## src/rtl/muldiv_unit_pkg.sv

```systemverilog
// -----------------------------------------------------------------------------
// muldiv_unit_pkg
//   Shared definitions for the iterative multiply/divide unit.
//   - MDOP_* : 5-bit MDOp codes presented on md_op by the EX stage.
//   - md_state_e : sequencer state (IDLE -> CALC -> FIX -> IDLE).
//   - is_muldiv / is_signed_op : opcode classification helpers.
// -----------------------------------------------------------------------------
package muldiv_unit_pkg;

    localparam logic [4:0] MDOP_NONE  = 5'd0;
    localparam logic [4:0] MDOP_MULT  = 5'd1;
    localparam logic [4:0] MDOP_MULTU = 5'd2;
    localparam logic [4:0] MDOP_DIV   = 5'd3;
    localparam logic [4:0] MDOP_DIVU  = 5'd4;
    localparam logic [4:0] MDOP_MFHI  = 5'd5;
    localparam logic [4:0] MDOP_MFLO  = 5'd6;
    localparam logic [4:0] MDOP_MTHI  = 5'd7;
    localparam logic [4:0] MDOP_MTLO  = 5'd8;

    typedef enum logic [1:0] {
        MD_IDLE = 2'd0,
        MD_CALC = 2'd1,
        MD_FIX  = 2'd2
    } md_state_e;

    // Operations that start the iterative datapath.
    function automatic logic is_muldiv(input logic [4:0] op);
        return (op == MDOP_MULT) || (op == MDOP_MULTU) ||
               (op == MDOP_DIV)  || (op == MDOP_DIVU);
    endfunction

    // Operations that touch HI/LO without computing.
    function automatic logic is_hilo_move(input logic [4:0] op);
        return (op == MDOP_MFHI) || (op == MDOP_MFLO) ||
               (op == MDOP_MTHI) || (op == MDOP_MTLO);
    endfunction

    function automatic logic is_signed_op(input logic [4:0] op);
        return (op == MDOP_MULT) || (op == MDOP_DIV);
    endfunction

endpackage

```

## src/rtl/muldiv_unit_md_step.sv

```systemverilog
// -----------------------------------------------------------------------------
// md_step
//   Combinational single iteration of the multiply/divide datapath.
//   Ports:
//     div_i  in  1        1 = restoring-divide step, 0 = shift-add multiply step
//     acc_i  in  WIDTH+1  partial product high half (mul) / partial remainder (div)
//     sh_i   in  WIDTH    multiplier/product low half (mul) / dividend->quotient (div)
//     opb_i  in  WIDTH    multiplicand (mul) / divisor (div)
//     acc_o  out WIDTH+1  next acc
//     sh_o   out WIDTH    next shift register
// -----------------------------------------------------------------------------
module md_step #(
    parameter int WIDTH = 32
) (
    input  logic             div_i,
    input  logic [WIDTH:0]   acc_i,
    input  logic [WIDTH-1:0] sh_i,
    input  logic [WIDTH-1:0] opb_i,
    output logic [WIDTH:0]   acc_o,
    output logic [WIDTH-1:0] sh_o
);

    logic [WIDTH:0]   sum;
    logic [WIDTH:0]   shifted;
    logic [WIDTH+1:0] diff;

    always_comb begin
        // Multiply: add multiplicand when the current multiplier LSB is set,
        // then shift {acc, sh} right by one; product bits fall into sh.
        sum     = acc_i + (sh_i[0] ? {1'b0, opb_i} : {(WIDTH+1){1'b0}});
        // Divide: shift the next dividend bit into the remainder and trial
        // subtract; one extra bit catches the borrow.
        shifted = {acc_i[WIDTH-1:0], sh_i[WIDTH-1]};
        diff    = {1'b0, shifted} - {2'b00, opb_i};

        if (div_i) begin
            if (diff[WIDTH+1]) begin
                acc_o = shifted;
                sh_o  = {sh_i[WIDTH-2:0], 1'b0};
            end else begin
                acc_o = diff[WIDTH:0];
                sh_o  = {sh_i[WIDTH-2:0], 1'b1};
            end
        end else begin
            acc_o = {1'b0, sum[WIDTH:1]};
            sh_o  = {sum[0], sh_i[WIDTH-1:1]};
        end
    end

endmodule

```

## src/rtl/muldiv_unit.sv

```systemverilog
// -----------------------------------------------------------------------------
// muldiv_unit
//   Iterative MULT/MULTU/DIV/DIVU engine for the EX stage; owns HI/LO.
//   Ports:
//     clk       in   1      clock, rising edge
//     rstn      in   1      asynchronous active-low reset
//     md_valid  in   1      EX holds a valid muldiv-class instruction
//     md_op     in   5      MDOp code (MDOP_* in muldiv_unit_pkg)
//     md_a      in   WIDTH  rs operand
//     md_b      in   WIDTH  rt operand
//     md_flush  in   1      kill in-flight op
//     md_busy   out  1      state != IDLE
//     md_stall  out  1      pipeline must hold IF/ID/EX this cycle
//     md_done   out  1      pulse in the cycle after HI/LO take a result
//     hi, lo    out  WIDTH  HI/LO registers
//
//   Handshake: an instruction is consumed on a rising edge where md_valid=1
//   and md_stall=0, except a mul/div start, which is consumed on the edge of
//   its own accept cycle (md_stall is high there so EX holds the instruction
//   bits until the unit frees up); a mul/div or HI/LO move seen while busy is
//   simply held by md_stall and re-presented until the unit is IDLE.
// -----------------------------------------------------------------------------
module muldiv_unit
    import muldiv_unit_pkg::*;
#(
    parameter int WIDTH = 32
) (
    input  logic             clk,
    input  logic             rstn,
    input  logic             md_valid,
    input  logic [4:0]       md_op,
    input  logic [WIDTH-1:0] md_a,
    input  logic [WIDTH-1:0] md_b,
    input  logic             md_flush,
    output logic             md_busy,
    output logic             md_stall,
    output logic             md_done,
    output logic [WIDTH-1:0] hi,
    output logic [WIDTH-1:0] lo
);

    localparam int CW = $clog2(WIDTH);
    localparam logic [CW-1:0] LAST_CNT = CW'(WIDTH - 1);

    md_state_e        state_q, state_d;
    logic [CW-1:0]    cnt_q, cnt_d;
    logic [WIDTH:0]   acc_q, acc_d;
    logic [WIDTH-1:0] sh_q, sh_d;
    logic [WIDTH-1:0] opb_q, opb_d;
    logic [WIDTH-1:0] hi_q, hi_d;
    logic [WIDTH-1:0] lo_q, lo_d;
    logic             is_div_q, is_div_d;
    logic             sa_q, sa_d;
    logic             sb_q, sb_d;
    logic             bz_q, bz_d;
    logic             done_q, done_d;

    logic             accept;
    logic             op_signed;
    logic [WIDTH-1:0] a_mag, b_mag;
    logic [WIDTH:0]   step_acc;
    logic [WIDTH-1:0] step_sh;

    logic [2*WIDTH-1:0] prod_mag, prod_res;
    logic [WIDTH-1:0]   quo_res, rem_res, res_hi, res_lo;

    md_step #(.WIDTH(WIDTH)) u_step (
        .div_i (is_div_q),
        .acc_i (acc_q),
        .sh_i  (sh_q),
        .opb_i (opb_q),
        .acc_o (step_acc),
        .sh_o  (step_sh)
    );

    assign accept    = (state_q == MD_IDLE) && md_valid && !md_flush && is_muldiv(md_op);
    assign op_signed = is_signed_op(md_op);
    // The core works on magnitudes; signs are re-applied in FIX.
    assign a_mag     = (op_signed && md_a[WIDTH-1]) ? -md_a : md_a;
    assign b_mag     = (op_signed && md_b[WIDTH-1]) ? -md_b : md_b;

    // Result shaping from the finished magnitudes. sa/sb are only ever set
    // for signed ops, so unsigned ops pass through untouched.
    always_comb begin
        prod_mag = {acc_q[WIDTH-1:0], sh_q};
        prod_res = (sa_q ^ sb_q) ? -prod_mag : prod_mag;
        quo_res  = (sa_q ^ sb_q) ? -sh_q : sh_q;
        rem_res  = sa_q ? -acc_q[WIDTH-1:0] : acc_q[WIDTH-1:0];
        if (is_div_q) begin
            // Divide by zero: the datapath leaves the dividend in the
            // remainder; the quotient is forced to all-ones regardless of sign.
            res_lo = bz_q ? {WIDTH{1'b1}} : quo_res;
            res_hi = rem_res;
        end else begin
            res_hi = prod_res[2*WIDTH-1:WIDTH];
            res_lo = prod_res[WIDTH-1:0];
        end
    end

    always_comb begin
        state_d  = state_q;
        cnt_d    = cnt_q;
        acc_d    = acc_q;
        sh_d     = sh_q;
        opb_d    = opb_q;
        hi_d     = hi_q;
        lo_d     = lo_q;
        is_div_d = is_div_q;
        sa_d     = sa_q;
        sb_d     = sb_q;
        bz_d     = bz_q;
        done_d   = 1'b0;

        unique case (state_q)
            MD_IDLE: begin
                if (accept) begin
                    state_d  = MD_CALC;
                    cnt_d    = '0;
                    acc_d    = '0;
                    sh_d     = a_mag;
                    opb_d    = b_mag;
                    is_div_d = (md_op == MDOP_DIV) || (md_op == MDOP_DIVU);
                    sa_d     = op_signed && md_a[WIDTH-1];
                    sb_d     = op_signed && md_b[WIDTH-1];
                    bz_d     = (md_b == '0);
                end else if (md_valid && !md_flush) begin
                    if (md_op == MDOP_MTHI) hi_d = md_a;
                    if (md_op == MDOP_MTLO) lo_d = md_a;
                end
            end
            MD_CALC: begin
                if (md_flush) begin
                    state_d = MD_IDLE;
                    cnt_d   = '0;
                end else begin
                    acc_d = step_acc;
                    sh_d  = step_sh;
                    if (cnt_q == LAST_CNT) begin
                        state_d = MD_FIX;
                        cnt_d   = '0;
                    end else begin
                        cnt_d = cnt_q + CW'(1);
                    end
                end
            end
            MD_FIX: begin
                state_d = MD_IDLE;
                if (!md_flush) begin
                    hi_d   = res_hi;
                    lo_d   = res_lo;
                    done_d = 1'b1;
                end
            end
            default: state_d = MD_IDLE;
        endcase
    end

    always_ff @(posedge clk or negedge rstn) begin
        if (!rstn) begin
            state_q  <= MD_IDLE;
            cnt_q    <= '0;
            acc_q    <= '0;
            sh_q     <= '0;
            opb_q    <= '0;
            hi_q     <= '0;
            lo_q     <= '0;
            is_div_q <= 1'b0;
            sa_q     <= 1'b0;
            sb_q     <= 1'b0;
            bz_q     <= 1'b0;
            done_q   <= 1'b0;
        end else begin
            state_q  <= state_d;
            cnt_q    <= cnt_d;
            acc_q    <= acc_d;
            sh_q     <= sh_d;
            opb_q    <= opb_d;
            hi_q     <= hi_d;
            lo_q     <= lo_d;
            is_div_q <= is_div_d;
            sa_q     <= sa_d;
            sb_q     <= sb_d;
            bz_q     <= bz_d;
            done_q   <= done_d;
        end
    end

    assign md_busy = (state_q != MD_IDLE);
    // Any non-IDLE state already stalls, which also covers HI/LO moves that
    // arrive while busy; the explicit term documents that case. In IDLE only
    // the accept cycle stalls, so a dependent MFHI proceeds right after FIX.
    assign md_stall = accept || md_busy || (md_busy && md_valid && is_hilo_move(md_op));
    assign md_done  = done_q;
    assign hi       = hi_q;
    assign lo       = lo_q;

endmodule

```

## config.mk

```make
export PLATFORM = sky130hd
export DESIGN_NAME = muldiv_unit
export DESIGN_NICKNAME = d
export VERILOG_FILES = /design/src/rtl/muldiv_unit_pkg.sv /design/src/rtl/muldiv_unit_md_step.sv /design/src/rtl/muldiv_unit.sv
export SDC_FILE = /design/constraint.sdc
export NUM_CORES = 1
export LEC_CHECK = 0
export ABC_AREA = 1
export CORE_MARGIN = 2
export CORE_UTILIZATION = 35
export CTS_CLUSTER_DIAMETER = 60
export DETAILED_ROUTE_END_ITERATION = 10
export SYNTH_ARGS = -nofsm -noshare
export SYNTH_HDL_FRONTEND = slang
export SYNTH_HIERARCHICAL = 1
export SYNTH_SLANG_ARGS = --single-unit
```

## constraint.sdc

```tcl
create_clock -name clk -period 4 [get_ports clk]
set_input_delay 0.8 -clock clk [delete_from_list [all_inputs] [get_ports clk]]
set_output_delay 0.8 -clock clk [all_outputs]
set_load 0.02 [all_outputs]
```

==> run_results.csv <==
group,metric,value,unit
die,core_area,52340,um^2
timing,finalCriticalPeriod,3.310,ns
place,place_ws,0.6811,ns
final_layout,nets,3417,
power,p_leak,0.01097,uW
cts,cts_tree,"yes",
critical_path,reg2reg_setup_slack,0.83,ns
synthesis,syn_inst,3168,
critical_path,crit_end,"md_stall",
critical_path,arrival,2.51,ns
cts,numCtsBuffers,17,
power,max-vdd-ir-drop,356.8,uV
timing,fin_crit_sh,82.74,%
synthesis,synth_seq_area_share,23.49,%
global_routing,grt_start_max_net_pins,80,
power,power,11580,uW
synthesis,synth_edf_count,0,
final_layout,final_cells,3973,
route,wl_per_cell,19.48,um
cts,cts.path.max_buffers,2,
synthesis,synthFlopType,"dfrtp_1",
cts,cts_hold_buf,0,
critical_path,crit_type,"in2out",
cts,clock_tree.root_cell,"clkbuf_16",
die,die_w,233.5,um
timing,drv_slew,0,
power,power.internal,5526,uW
final_layout,syn_to_final_growth,14.92,%
cts,clk_pin_slew,0.07,ns
timing,hold_viol,0,
critical_path,endpoint_kind,"output pin",
min_path,min_path_type,"in2async",
route,antenna_left,0,
synthesis,ys_async_sr_fraction,100.0,%
critical_path,cp.required,3.20,ns
die,die_h,233.5,um
synthesis,netlist.area_leader.share,23.49,%
route,wl,77400,um
synthesis,synth_top_cells_by_count,"998 x nand2_1, 439 x inv_1, 391 x nor2_1",
cts,insertion_delay,0.49,ns
power,pwr-share-clk,15.2,%
route,dr.pass1.iters,7,
cts,ctsResizeCount,0,
global_routing,grt_pass1_wl,117100,um
final_layout,final_layout_size_suffix_gt1_share,4.658,%
synthesis,synth_cell_types,52,
route,vias,21153,
synthesis,syn_nets,3313,
die,rows,84,
route,drtIter0Drc,2401,
global_routing,overflow,0,
timing,setup_slack,0.6905,ns
die,ios,140,
synthesis,ys_seq_elements,173,
critical_path,slowest_stage,"clkdlybuf4s50_1",
power,switching_share,52.29,%
timing,tightest_slew,0.8195,ns
final_layout,final_util,40.46,%
final_layout,n_fill_cell,5870,
critical_path,max_stage_delay,0.60,ns
route,viasPerCell,5.324,
power,combPwrFrac,59.1,%
final_layout,register_area,4330,um^2
critical_path,setup.worst_path.start_class,"input pin",
timing,fin_setup_tns,0,ns
global_routing,grt_pass1_vias,19396,
place,dp_hpwl,62680,um
critical_path,rr_worst_depth,13,
synthesis,netlist_top_cells_area,"dfrtp_1 23%, nand2_1 20%, inv_1 8.9%",
synthesis,netlist_area,18430,um^2
cts,cts_sinks,173,
timing,clock.fmax,0.3022,GHz
critical_path,critPathMaxFanout,3,
die,start_util,35.21,%
die,dieArea,54510,um^2
global_routing,grt_use_total,28.63,%
synthesis,avgSynthCellArea,5.817,um^2
status,outcome,"finished, final reports clean",
power,seq_power_share,25.6,%
synthesis,post-synth-top-count-cell,"nand2_1",
power,switchingPower,6057,uW
global_routing,antenna_found_initial,2,
critical_path,worstReg2RegStart,"sh_q[0]$_DFFE_PN0P_",
cts,htreeDepth,4,
timing,finClkSkew,0.01856,ns
final_layout,antenna_cells,0,
place,place.gp.congestion,1.020,
timing,max-slew-margin-rel,45.36,%
timing,setup_viol,0,
critical_path,path_cells,"clkdlybuf4s50_1 > nor2_2 > nand4_1 > o21ai_1 > nand2_1 > nor2_4 > inv_2 > nand2_1 > clkdlybuf4s50_1",
place,io_buffers,139,
cts,cts_setup_buffers,0,
place,place_inst,3941,
job,drv_cap,0,
critical_path,reg2reg_to,"acc_q[31]$_DFFE_PN0P_",
final_layout,multi_input_area,11880,um^2
power,p_per_area,546.9,nW/um^2
synthesis,yosys_warnings,6,
synthesis,yosys.area.top_type,"dfrtp_1",
critical_path,cp-startpoint,"md_op[1]",
timing,rsz0062_at_grt,"false",
route,route.detailed.drc,0,
## cells in the final DEF, fill, tap and decap left out, drive strengths merged, types with 4 or more instances in the layout
| cell | Yosys | final |
|---|---|---|
| ha | 70 | 70 |
| nand4 | 39 | 39 |
| nand3b | 34 | 34 |
| nor2 | 404 | 404 |
| and2 | 6 | 6 |
| clkbuf | 47 | 19 |
| nand3 | 317 | 317 |
| clkdlybuf4s50 | 0 | 138 |
| nor4 | 4 | 4 |
| dfrtp | 173 | 173 |
| a21oi | 126 | 126 |
| nand2 | 1006 | 1006 |
| o21bai | 11 | 11 |
| o31ai | 5 | 5 |
| clkinv | 5 | 10 |
| a2bb2oi | 8 | 8 |
| or2 | 18 | 18 |
| o21ai | 236 | 236 |
| xor2 | 31 | 31 |
| a31oi | 13 | 13 |
| a21boi | 24 | 24 |
| a22oi | 12 | 12 |
| nor3 | 33 | 33 |
| a21o | 5 | 5 |
| inv | 446 | 451 |
| xnor2 | 20 | 20 |
| buf | 54 | 48 |
| o211ai | 12 | 12 |
## cell families (layout without fill, tap and decap cells)
logic type	after synthesis	in the layout	share of synthesized area (%)
compound gates	459	459	14.04
xor+xnor	51	51	2.424
fa+ha+maj	72	72	4.970
buf+inv	552	669	12.17
flops	173	173	23.49
simple gates	1861	1861	42.91
## power by group through the flow
stage                     Combinational (uW)  Clock (uW)  Sequential, uW
final                                   6850        1760            2970
after global routing                    7570        1870            3000
after CTS                               6720        1800            2930
after detailed placement                6690           0            2960
after global placement                  6650           0            2970
after floorplan                         4330           0            2860
## stage by stage
stage | hold slack [ns] | area [um^2]
floorplan | 0.4534 | 18430
global placement | 0.4644 | 20580
detailed placement | 0.4643 | 20580
CTS | 0.3557 | 21180
global route | 0.3899 | 21180
finish | 0.3296 | 21180
## worst max-delay path: cells and delay by family
family / cells / cell delay [ns]
buffers and inverters: 3 / 1.09
and+or+nand+nor: 5 / 0.52
AOI/OAI and AO/OA: 1 / 0.09
## cell type report
type | instances | area share, %
sequential | 173 | 20.45
inverter | 451 | 8.000
clock inverter | 13 | 0.7444
tap | 688 | 4.065
timing repair buffer | 186 | 8.537
multi-input combinational | 2443 | 56.11
clock buffer | 19 | 2.091
## sequential cells by signal (all words and copies together), names as in the netlist
register	count
bz_q	1
sb_q	1
acc_q	33
opb_q	32
state_q	2
is_div_q	1
hi	32
sa_q	1
lo	32
md_done	1
sh_q	32
cnt_q	5
## worst min path at each step
stage	from	endpoint	slack [ns]	cells past startpoint
floorplan	bz_q$_DFFE_PN0P_	bz_q$_DFFE_PN0P_	0.45	2
CTS	rstn	lo[18]$_DFFE_PN0P_	0.36	1
detailed placement	lo[3]$_DFFE_PN0P_	lo[3]$_DFFE_PN0P_	0.46	2
global placement	lo[3]$_DFFE_PN0P_	lo[3]$_DFFE_PN0P_	0.46	2
finish	rstn	lo[18]$_DFFE_PN0P_	0.33	1
global route	rstn	lo[18]$_DFFE_PN0P_	0.39	1
## routing by layer
layer / vias up / track usage, % / routed length, um
met1: 9738 / 41.27 / 35080
met4: 4 / 10.52 / 2645
met5: - / 0 / 21
li1: 10308 / - / -
met2: 960 / 41.42 / 31600
met3: 143 / 6.360 / 8053
No activity file was read; power rests on OpenSTA's default activity.
